$ cat src/rtl/weight_cell_pkg.sv
// Shared helpers for the weight compute cell family: result-bus layout and
// the zero-point product used by every cell generation.
package weight_cell_pkg;

  function automatic int result_bus_width(input int result_width);
    return result_width + 1;
  endfunction

  // Valid flag sits directly above the result payload.
  function automatic int result_valid_bit(input int result_width);
    return result_width;
  endfunction

  function automatic longint zp_product(input longint value, input longint weight,
                                        input longint value_offset,
                                        input longint weight_offset);
    return (value - value_offset) * (weight - weight_offset);
  endfunction

endpackage

$ cat src/rtl/result_fifo.sv
// Small synchronous FIFO holding finished results until a chain slot frees up.
// A push while full is accepted only if a pop happens on the same edge.
module result_fifo #(
  parameter int WIDTH = 32,
  parameter int DEPTH = 2
) (
  input  logic             clk,
  input  logic             reset_n,
  input  logic             push,
  input  logic             pop,
  input  logic [WIDTH-1:0] push_data,
  output logic [WIDTH-1:0] pop_data,
  output logic             full,
  output logic             empty
);
  localparam int PTR_W = (DEPTH > 1) ? $clog2(DEPTH) : 1;
  localparam int CNT_W = $clog2(DEPTH + 1);

  logic [WIDTH-1:0] mem [DEPTH];
  logic [PTR_W-1:0] rd_ptr, wr_ptr;
  logic [CNT_W-1:0] count;
  logic             do_push, do_pop;

  function automatic logic [PTR_W-1:0] next_ptr(input logic [PTR_W-1:0] ptr);
    return (ptr == PTR_W'(DEPTH - 1)) ? '0 : ptr + 1'b1;
  endfunction

  assign full     = (count == CNT_W'(DEPTH));
  assign empty    = (count == '0);
  assign pop_data = mem[rd_ptr];
  assign do_pop   = pop && !empty;
  assign do_push  = push && (!full || do_pop);

  always_ff @(posedge clk or negedge reset_n) begin
    if (!reset_n) begin
      rd_ptr <= '0;
      wr_ptr <= '0;
      count  <= '0;
      for (int unsigned i = 0; i < DEPTH; i++) mem[i] <= '0;
    end else begin
      if (do_push) begin
        mem[wr_ptr] <= push_data;
        wr_ptr      <= next_ptr(wr_ptr);
      end
      if (do_pop) rd_ptr <= next_ptr(rd_ptr);
      case ({do_push, do_pop})
        2'b10:   count <= count + 1'b1;
        2'b01:   count <= count - 1'b1;
        default: count <= count;
      endcase
    end
  end

endmodule

$ cat src/rtl/weight_mac_cell.sv
// One systolic PE: forwards indexed beats, accumulates zero-point products per
// vector and inserts finished dot products into the first empty chain slot.
module weight_mac_cell
  import weight_cell_pkg::*;
#(
  parameter int DATA_WIDTH    = 16,
  parameter int WEIGHT_WIDTH  = 8,
  parameter int RESULT_WIDTH  = 32,
  parameter int INDEX_WIDTH   = 18,
  parameter int WEIGHT_AMOUNT = 2,
  parameter int WEIGHT_OFFSET = 1,
  parameter int INPUT_OFFSET  = 2,
  parameter logic [WEIGHT_AMOUNT*WEIGHT_WIDTH-1:0] WEIGHTS = {8'd4, 8'd1},
  parameter int FIFO_DEPTH    = 2
) (
  input  logic                    clk,
  input  logic                    reset_n,
  input  logic                    weight_load_en,
  input  logic [((WEIGHT_AMOUNT > 1) ? $clog2(WEIGHT_AMOUNT) : 1)-1:0] weight_load_addr,
  input  logic [WEIGHT_WIDTH-1:0] weight_load_data,
  input  logic                    input_enable,
  input  logic [INDEX_WIDTH-1:0]  input_index,
  input  logic [DATA_WIDTH-1:0]   input_value,
  input  logic                    input_last,
  input  logic [RESULT_WIDTH:0]   input_result,
  output logic                    output_enable,
  output logic [INDEX_WIDTH-1:0]  output_index,
  output logic [DATA_WIDTH-1:0]   output_value,
  output logic                    output_last,
  output logic [RESULT_WIDTH:0]   output_result,
  output logic                    overflow
);
  localparam int ADDR_W    = (WEIGHT_AMOUNT > 1) ? $clog2(WEIGHT_AMOUNT) : 1;
  localparam int BUS_W     = result_bus_width(RESULT_WIDTH);
  localparam int VALID_BIT = result_valid_bit(RESULT_WIDTH);
  localparam logic [INDEX_WIDTH-1:0] AMOUNT_IDX  = INDEX_WIDTH'(WEIGHT_AMOUNT);
  localparam logic [ADDR_W:0]        AMOUNT_ADDR = (ADDR_W + 1)'(WEIGHT_AMOUNT);

  logic [WEIGHT_WIDTH-1:0] weights [WEIGHT_AMOUNT];
  logic [RESULT_WIDTH-1:0] acc, product, acc_sum, head;
  logic [ADDR_W-1:0]       rd_addr;
  logic                    index_hit, push, pop, full, empty;

  assign index_hit = (input_index < AMOUNT_IDX);
  assign rd_addr   = input_index[ADDR_W-1:0];

  always_comb begin
    product = '0;
    if (input_enable && index_hit)
      product = RESULT_WIDTH'(zp_product(longint'(input_value), longint'(weights[rd_addr]),
                                         longint'(INPUT_OFFSET), longint'(WEIGHT_OFFSET)));
  end

  assign acc_sum = acc + product;
  assign push    = input_enable && input_last;
  assign pop     = !input_result[VALID_BIT] && !empty;

  result_fifo #(.WIDTH(RESULT_WIDTH), .DEPTH(FIFO_DEPTH)) u_fifo (
    .clk       (clk),
    .reset_n   (reset_n),
    .push      (push),
    .pop       (pop),
    .push_data (acc_sum),
    .pop_data  (head),
    .full      (full),
    .empty     (empty)
  );

  always_ff @(posedge clk or negedge reset_n) begin
    if (!reset_n) begin
      for (int unsigned i = 0; i < WEIGHT_AMOUNT; i++)
        weights[i] <= WEIGHTS[i*WEIGHT_WIDTH +: WEIGHT_WIDTH];
      acc           <= '0;
      overflow      <= 1'b0;
      output_enable <= 1'b0;
      output_index  <= '0;
      output_value  <= '0;
      output_last   <= 1'b0;
      output_result <= '0;
    end else begin
      // Beats this cycle read the old weight; the write lands on this edge.
      if (weight_load_en && ({1'b0, weight_load_addr} < AMOUNT_ADDR))
        weights[weight_load_addr] <= weight_load_data;
      if (input_enable) acc <= input_last ? '0 : acc_sum;
      if (push && full && !pop) overflow <= 1'b1;
      output_enable <= input_enable;
      output_index  <= input_index;
      output_value  <= input_value;
      output_last   <= input_last;
      output_result <= pop ? BUS_W'({1'b1, head}) : input_result;
    end
  end

endmodule

$ cat config.mk
export PLATFORM = sky130hd
export DESIGN_NAME = weight_mac_cell
export DESIGN_NICKNAME = d
export VERILOG_FILES = /design/src/rtl/weight_cell_pkg.sv /design/src/rtl/result_fifo.sv /design/src/rtl/weight_mac_cell.sv
export SDC_FILE = /design/constraint.sdc
export NUM_CORES = 1
export LEC_CHECK = 0
export ABC_AREA = 1
export CORE_AREA = 8 8 141 209
export CTS_BUF_LIST = sky130_fd_sc_hd__clkbuf_8 sky130_fd_sc_hd__clkbuf_16
export DETAILED_ROUTE_END_ITERATION = 7
export DIE_AREA = 0 0 149 217
export PLACE_DENSITY = 0.8
export SYNTH_ARGS = -nofsm -noshare
export SYNTH_HDL_FRONTEND = slang
export SYNTH_HIERARCHICAL = 1
export SYNTH_SLANG_ARGS = --single-unit
$ cat constraint.sdc
create_clock -name clk -period 9.6 [get_ports clk]
set_input_delay 1.44 -clock clk [delete_from_list [all_inputs] [get_ports clk]]
set_output_delay 1.44 -clock clk [all_outputs]
set_load 0.02 [all_outputs]
* Yosys cells after proc, flatten, opt, wreduce, memory -nomap -nowiden *
Index checks and enable logic that the tools add are counted.

storage, ports and cells
  register bits = 186
  output and inout bits = 70
  bits of input ports = 81
  word-level logic and storage cells = 70

cells by class
  order comparisons = 7
  bitwise gates (word level) = 4
  multiplexer cells = 18
  add/sub/neg operators = 7
  equality and inequality tests = 3
  reductions and logical operators = 16
  multiply operators = 1

operator list
  kind                     number
  $mux W32                 6
  $bwmux W64               1
  $mux W33                 1
  $add A32 B32 Y32         1
  $demux W32 S1            1
  $mux W8                  4
  $mul A17 B9 Y26          1
  $lt A18 B2 Y1 const B    1
  $sub A16 B2 Y17 const B  1
  $bwmux W16               1
  $logic_and A1 B1 Y1      9
  $sub A8 B1 Y9 const B    1
  $demux W8 S1             1
  $ge A2 B2 Y1 const B     4
  $not A1 Y2               4
  $eq A2 B2 Y1 const B     2
  $logic_not A1 Y1         4
  $lt A2 B1 Y1 const B     2
  $pmux W2 S2              1
  $add A1 B1 Y1 const B    2
  $add A2 B1 Y2 const B    1
  $eq A2 B1 Y1 const B     1
  $logic_not A2 Y1         1
  $mux W1                  2
  3 further kinds          3

* Depth between registers and ports, before layout *
  word-level depth = 9
  mapped depth = 51
  gate-level depth less buffers = 49

* Hierarchy *
The synthesis kept the hierarchy.

by module, submodules not included
  module           instances  cells each  area an instance (µm²)  seq. area each (µm²)
  weight_mac_cell  1          1562        12086.6                 2955.3
  result_fifo      1          415         3283.1                  1701.6

* Worst setup path before layout *
OpenSTA, ideal clock, no wires.

  kind = input-to-reg
  start point = in input_index[0]
  end point = reg u_fifo/mem[31] in the netlist's numbering
  setup slack = 0.810 ns
  path buffers = 3
  data arrival time = 8.673 ns
  cell stages on the path = 41
  data required time = 9.483 ns
  cells stage by stage = buf_6 > inv_4 > nand2_1 > nand2_1 > clkinv_1 > clkbuf_1 > ha_1 > nand2_1 > xor2_1 > buf_2 > nor2_1 > fa_1 > inv_1 > fa_1 > inv_1 > fa_1 > fa_1 > inv_1 > (+5 left out) > a21oi_1 > o21bai_1 > a21oi_1 > o21a_1 > ha_1 > nand2_1 > inv_1 > a21oi_1 > nand2_1 > a21oi_1 > nand2_1 > nand2_1 > nand2_1 > inv_1 > nand2_1 > and2_1 > nand4_1 > nand2_1

between the ends
  cells in the longest elaborated chain, start to end = 9

ends and longest elaborated chain
  item                                        line                   text
  from (decl)                                 weight_mac_cell.sv:22  input logic [INDEX_WIDTH-1:0] input_index,
  $not A1 Y2 (implied by the code)            weight_mac_cell.sv:50  product = RESULT_WIDTH'(zp_product(longint'(input_value), longint'(weights[rd_addr]),
  $mux W8 (implied by the code) (3 in a row)  weight_mac_cell.sv:50
  $sub A8 B1 Y9                               weight_cell_pkg.sv:17  return (value - value_offset) * (weight - weight_offset);
  $mul A17 B9 Y26                             weight_cell_pkg.sv:17
  $mux W32 (*)                                weight_mac_cell.sv:49  if (input_enable && index_hit)
  $add A32 B32 Y32 (*)                        weight_mac_cell.sv:54  assign acc_sum = acc + product;
  named net acc_sum[31]                       weight_mac_cell.sv:40  logic [RESULT_WIDTH-1:0] acc, product, acc_sum, head;
  $bwmux W64 (*)                              result_fifo.sv:42      mem[wr_ptr] <= push_data;
  to (signal, indexed assignment)             result_fifo.sv:42
  to (decl)                                   result_fifo.sv:19      logic [WIDTH-1:0] mem [DEPTH];

The timed path passes the listed nets; every way through them passes the cells marked *. The select of a mux whose other input is x is not followed.
A chain may end at the register's enable or synchronous reset.

* Worst setup path after layout *
  start point = in input_value[1]
  end point = reg u_fifo/mem[20] in the netlist's numbering

between the ends
  cells in the longest elaborated chain, start to end = 5

ends and longest elaborated chain
  item                   line                   text
  from (decl)            weight_mac_cell.sv:23  input logic [DATA_WIDTH-1:0] input_value,
  $sub A16 B2 Y17        weight_cell_pkg.sv:17
  $mul A17 B9 Y26        weight_cell_pkg.sv:17
  $mux W32               weight_mac_cell.sv:49
  $add A32 B32 Y32       weight_mac_cell.sv:54
  named net acc_sum[20]  weight_mac_cell.sv:40
  $bwmux W64             result_fifo.sv:42

The timed path passes the listed nets, and every way through them passes these cells.

==> impl_metrics.json <==
{
  "drc": 0,
  "max_stage_delay_ps": 640,
  "synth_area_per_cell_um2": 7.77,
  "rsz0062_at_grt": "false",
  "num_io_pins": 151,
  "netlist_instances": 1977,
  "clock_latency_ps": 470,
  "crit_type": "in -> reg",
  "synth_fp_nets": 2273,
  "p_leak_nw": 9.86,
  "met3RoutedLength_mm": 2.17,
  "clkTransAtPathRegs_ps": 80,
  "ant_nets": 0,
  "max-vdd-ir-drop_mv": 0.272,
  "synth-xor-area-share_pct": 1.91,
  "post-route-period-util_pct": 93.4,
  "fin_skew_ps": 19.2,
  "layout-area-overhead-vs-synth_pct": 17.2,
  "fp.dieH_um": 217,
  "cts_buffers": 17,
  "highest_layer": "met4",
  "tns_ps": 0,
  "cts_tree": "yes",
  "die_area_mm2": 0.0323,
  "yosys.area_share.simple_pct": 28.9,
  "grtUsageTotal_pct": 27.9,
  "layout_min_cycle_time_ps": 8960,
  "synth_edf_count": 0,
  "synth_common_cells": "nand2_1, inv_1, dfrtp_1",
  "globalplace.congestion": 0.980,
  "yosys_warnings": 6,
  "final_nets": 2442,
  "synth_fa_ha_area_share_pct": 23.8,
  "slew-limit-headroom_pct": 15.0,
  "hold_viol_final": 0,
  "postSynth.asyncResetShare_pct": 100,
  "routedWlPerCell_um": 17.4,
  "synth.distinct_cells": 51,
  "cp-end-kind": "flop",
  "wl_mm": 43.3,
  "core-area_mm2": 0.0263,
  "cts_buffer_depth": 2,
  "drv_slew": 0,
  "drive_gt1_share_pct": 6.67,
  "power.total_mw": 4.74,
  "synth_most_common_cell": "nand2_1",
  "antenna_found_initial": 0,
  "synth_area_mm2": 0.0154,
  "worst_pin_slew_ps": 1260,
  "synth-compound-area-share_pct": 6.42,
  "grt_max_degree": 121,
  "drtIter0Drc": 704,
  "worstPathRequired_ps": 9990,
  "setup_viol": 0,
  "vias": 13700,
  "grt_pass1_vias": 14400,
  "status": "finished, final reports clean",
  "critPathLaunchType": "input port",
  "dieWidth_um": 149,
  "cts_root_buf": "clkbuf_16",
  "synth_seq_cells": 186,
  "synthMuxAreaShare_pct": 0.261,
  "grt-ovfl-total": 0,
  "worstPathArrival_ps": 9360,
  "synth.top_cell.area_share_pct": 30.0,
  "worst_path_max_delay_cell": "xnor2_1",
  "start_util_pct": 58.4,
  "viasPerCell": 5.50,
  "fmax_mhz": 112,
  "port_buffers": 150,
  "cp_max_fo": 6,
  "maxCapViolCount": 0,
  "htree_levels": 4,
  "drtPass1Iterations": 6,
  "post_cts_buffers": 0,
  "hpwlAfterDp_mm": 34.0,
  "wl_met2_mm": 23.2,
  "hold_path.class": "reg -> reg",
  "yosysTopAreaCell": "dfrtp_1",
  "cts_sinks": 186,
  "ys_seq_area_share_pct": 30.3,
  "ys.flop_type": "dfrtp_1",
  "powerDensity_mw_per_mm2": 263,
  "synth_top_family_by_area": "simple AND/OR/NAND/NOR gates",
  "n_antenna_cell": 0,
  "grt_pass1_wl_mm": 71.7,
  "synthTopCellsByArea": "dfrtp_1, fa_1, nand2_1, ha_1, inv_1",
  "row_count": 73,
  "drt-met1-wl_mm": 15.5
}
power breakdown:
group | internal [mW] | total, mW | switching [mW]
sequential | 0.837 | 0.869 | 0.0321
clock | 0.337 | 0.686 | 0.349
combinational | 1.16 | 3.19 | 2.02
path summary, 6_finish.rpt:
path                                start              end  slack [ps]  depth (start not counted)
min reg2reg                u_fifo/mem[37]   u_fifo/mem[37]         470                          2
max reg2reg                    weights[8]   u_fifo/mem[20]        1630                         36
min in group asynchronous         reset_n  output_value[1]        1150                          1
max in group asynchronous         reset_n          acc[11]        7020                          2
min                        u_fifo/mem[37]   u_fifo/mem[37]         470                          2
max                        input_value[1]   u_fifo/mem[20]         640                         35
cell usage in the layout (no fill, tap or decap), types with 7 or more instances in the layout:
cell type,n
xnor2_1,7
fa_1,128
nor2_1,173
and2_1,12
nand3_1,51
o21ai_0,55
buf_4,57
nor2_2,21
clkdlybuf4s50_1,148
o21a_1,7
a21oi_1,66
clkbuf_16,17
o21bai_1,14
nand4_1,73
dfrtp_1,184
a22o_1,9
xor2_1,21
inv_1,253
nor3_1,10
ha_1,87
nand2_1,676
logic make-up (layout without fill, tap and decap cells):
family,after synthesis,after routing
AO/OA/AOI/OAI,170,170
XOR/XNOR,31,31
adder cells (fa/ha/maj),215,215
buffers and inverters,320,501
flip-flops,186,186
multiplexers,4,4
AND/OR/NAND/NOR,1051,1051
per-layer routing:
| layer | vias up | GRT usage (%) |
|---|---|---|
| li1 | 6521 | - |
| met1 | 6577 | 29.6 |
| met2 | 483 | 50.9 |
| met3 | 136 | 4.11 |
| met4 | 0 | 17.2 |
| met5 | - | 0 |
layout make-up:
type / instances / area (µm²)
multi-input cells: 1471 / 9430
flip-flops and latches: 186 / 4660
well taps: 337 / 422
clock buffers: 17 / 425
fillers: 2223 / 8300
clock inverters: 14 / 116
inverters: 261 / 982
repair buffers: 209 / 1980
state kept, by name (all words and copies together), names as in the netlist, 2 cells and up:
register / cells
output_index: 18
weights: 16
u_fifo/count: 2
u_fifo/mem: 64
acc: 32
output_value: 16
output_result: 33
through the flow:
step / hold slack, ps / instances / area (µm²) / util (%) / setup WS [ps]
2_1_floorplan: 442 / 1977 / 15400 / - / 810
3_3_place_gp: 453 / 2464 / 17400 / 66.3 / 157
3_5_place_dp: 458 / 2464 / 17400 / 66.3 / 88.6
4_1_cts: 476 / 2495 / 18000 / 68.4 / 501
5_1_grt: 487 / 2495 / 18000 / 68.5 / 5.26
6_report: 475 / 2495 / 18000 / 68.5 / 636
worst max-delay path: cells and delay by family:
family                   cells  cell delay [ps]
AND/OR/NAND/NOR             12             1770
buffers and inverters        9             1160
XOR/XNOR                     2              950
AO/OA/AOI/OAI                4              530
adder cells (fa/ha/maj)      8             3480
what timing repair did:
item | CTS | global route
setup endpoints to repair | 0 | 16
resized for setup | 0 | 4
hold buffers | 0 | 0
Power figures use the tool's default switching activity.
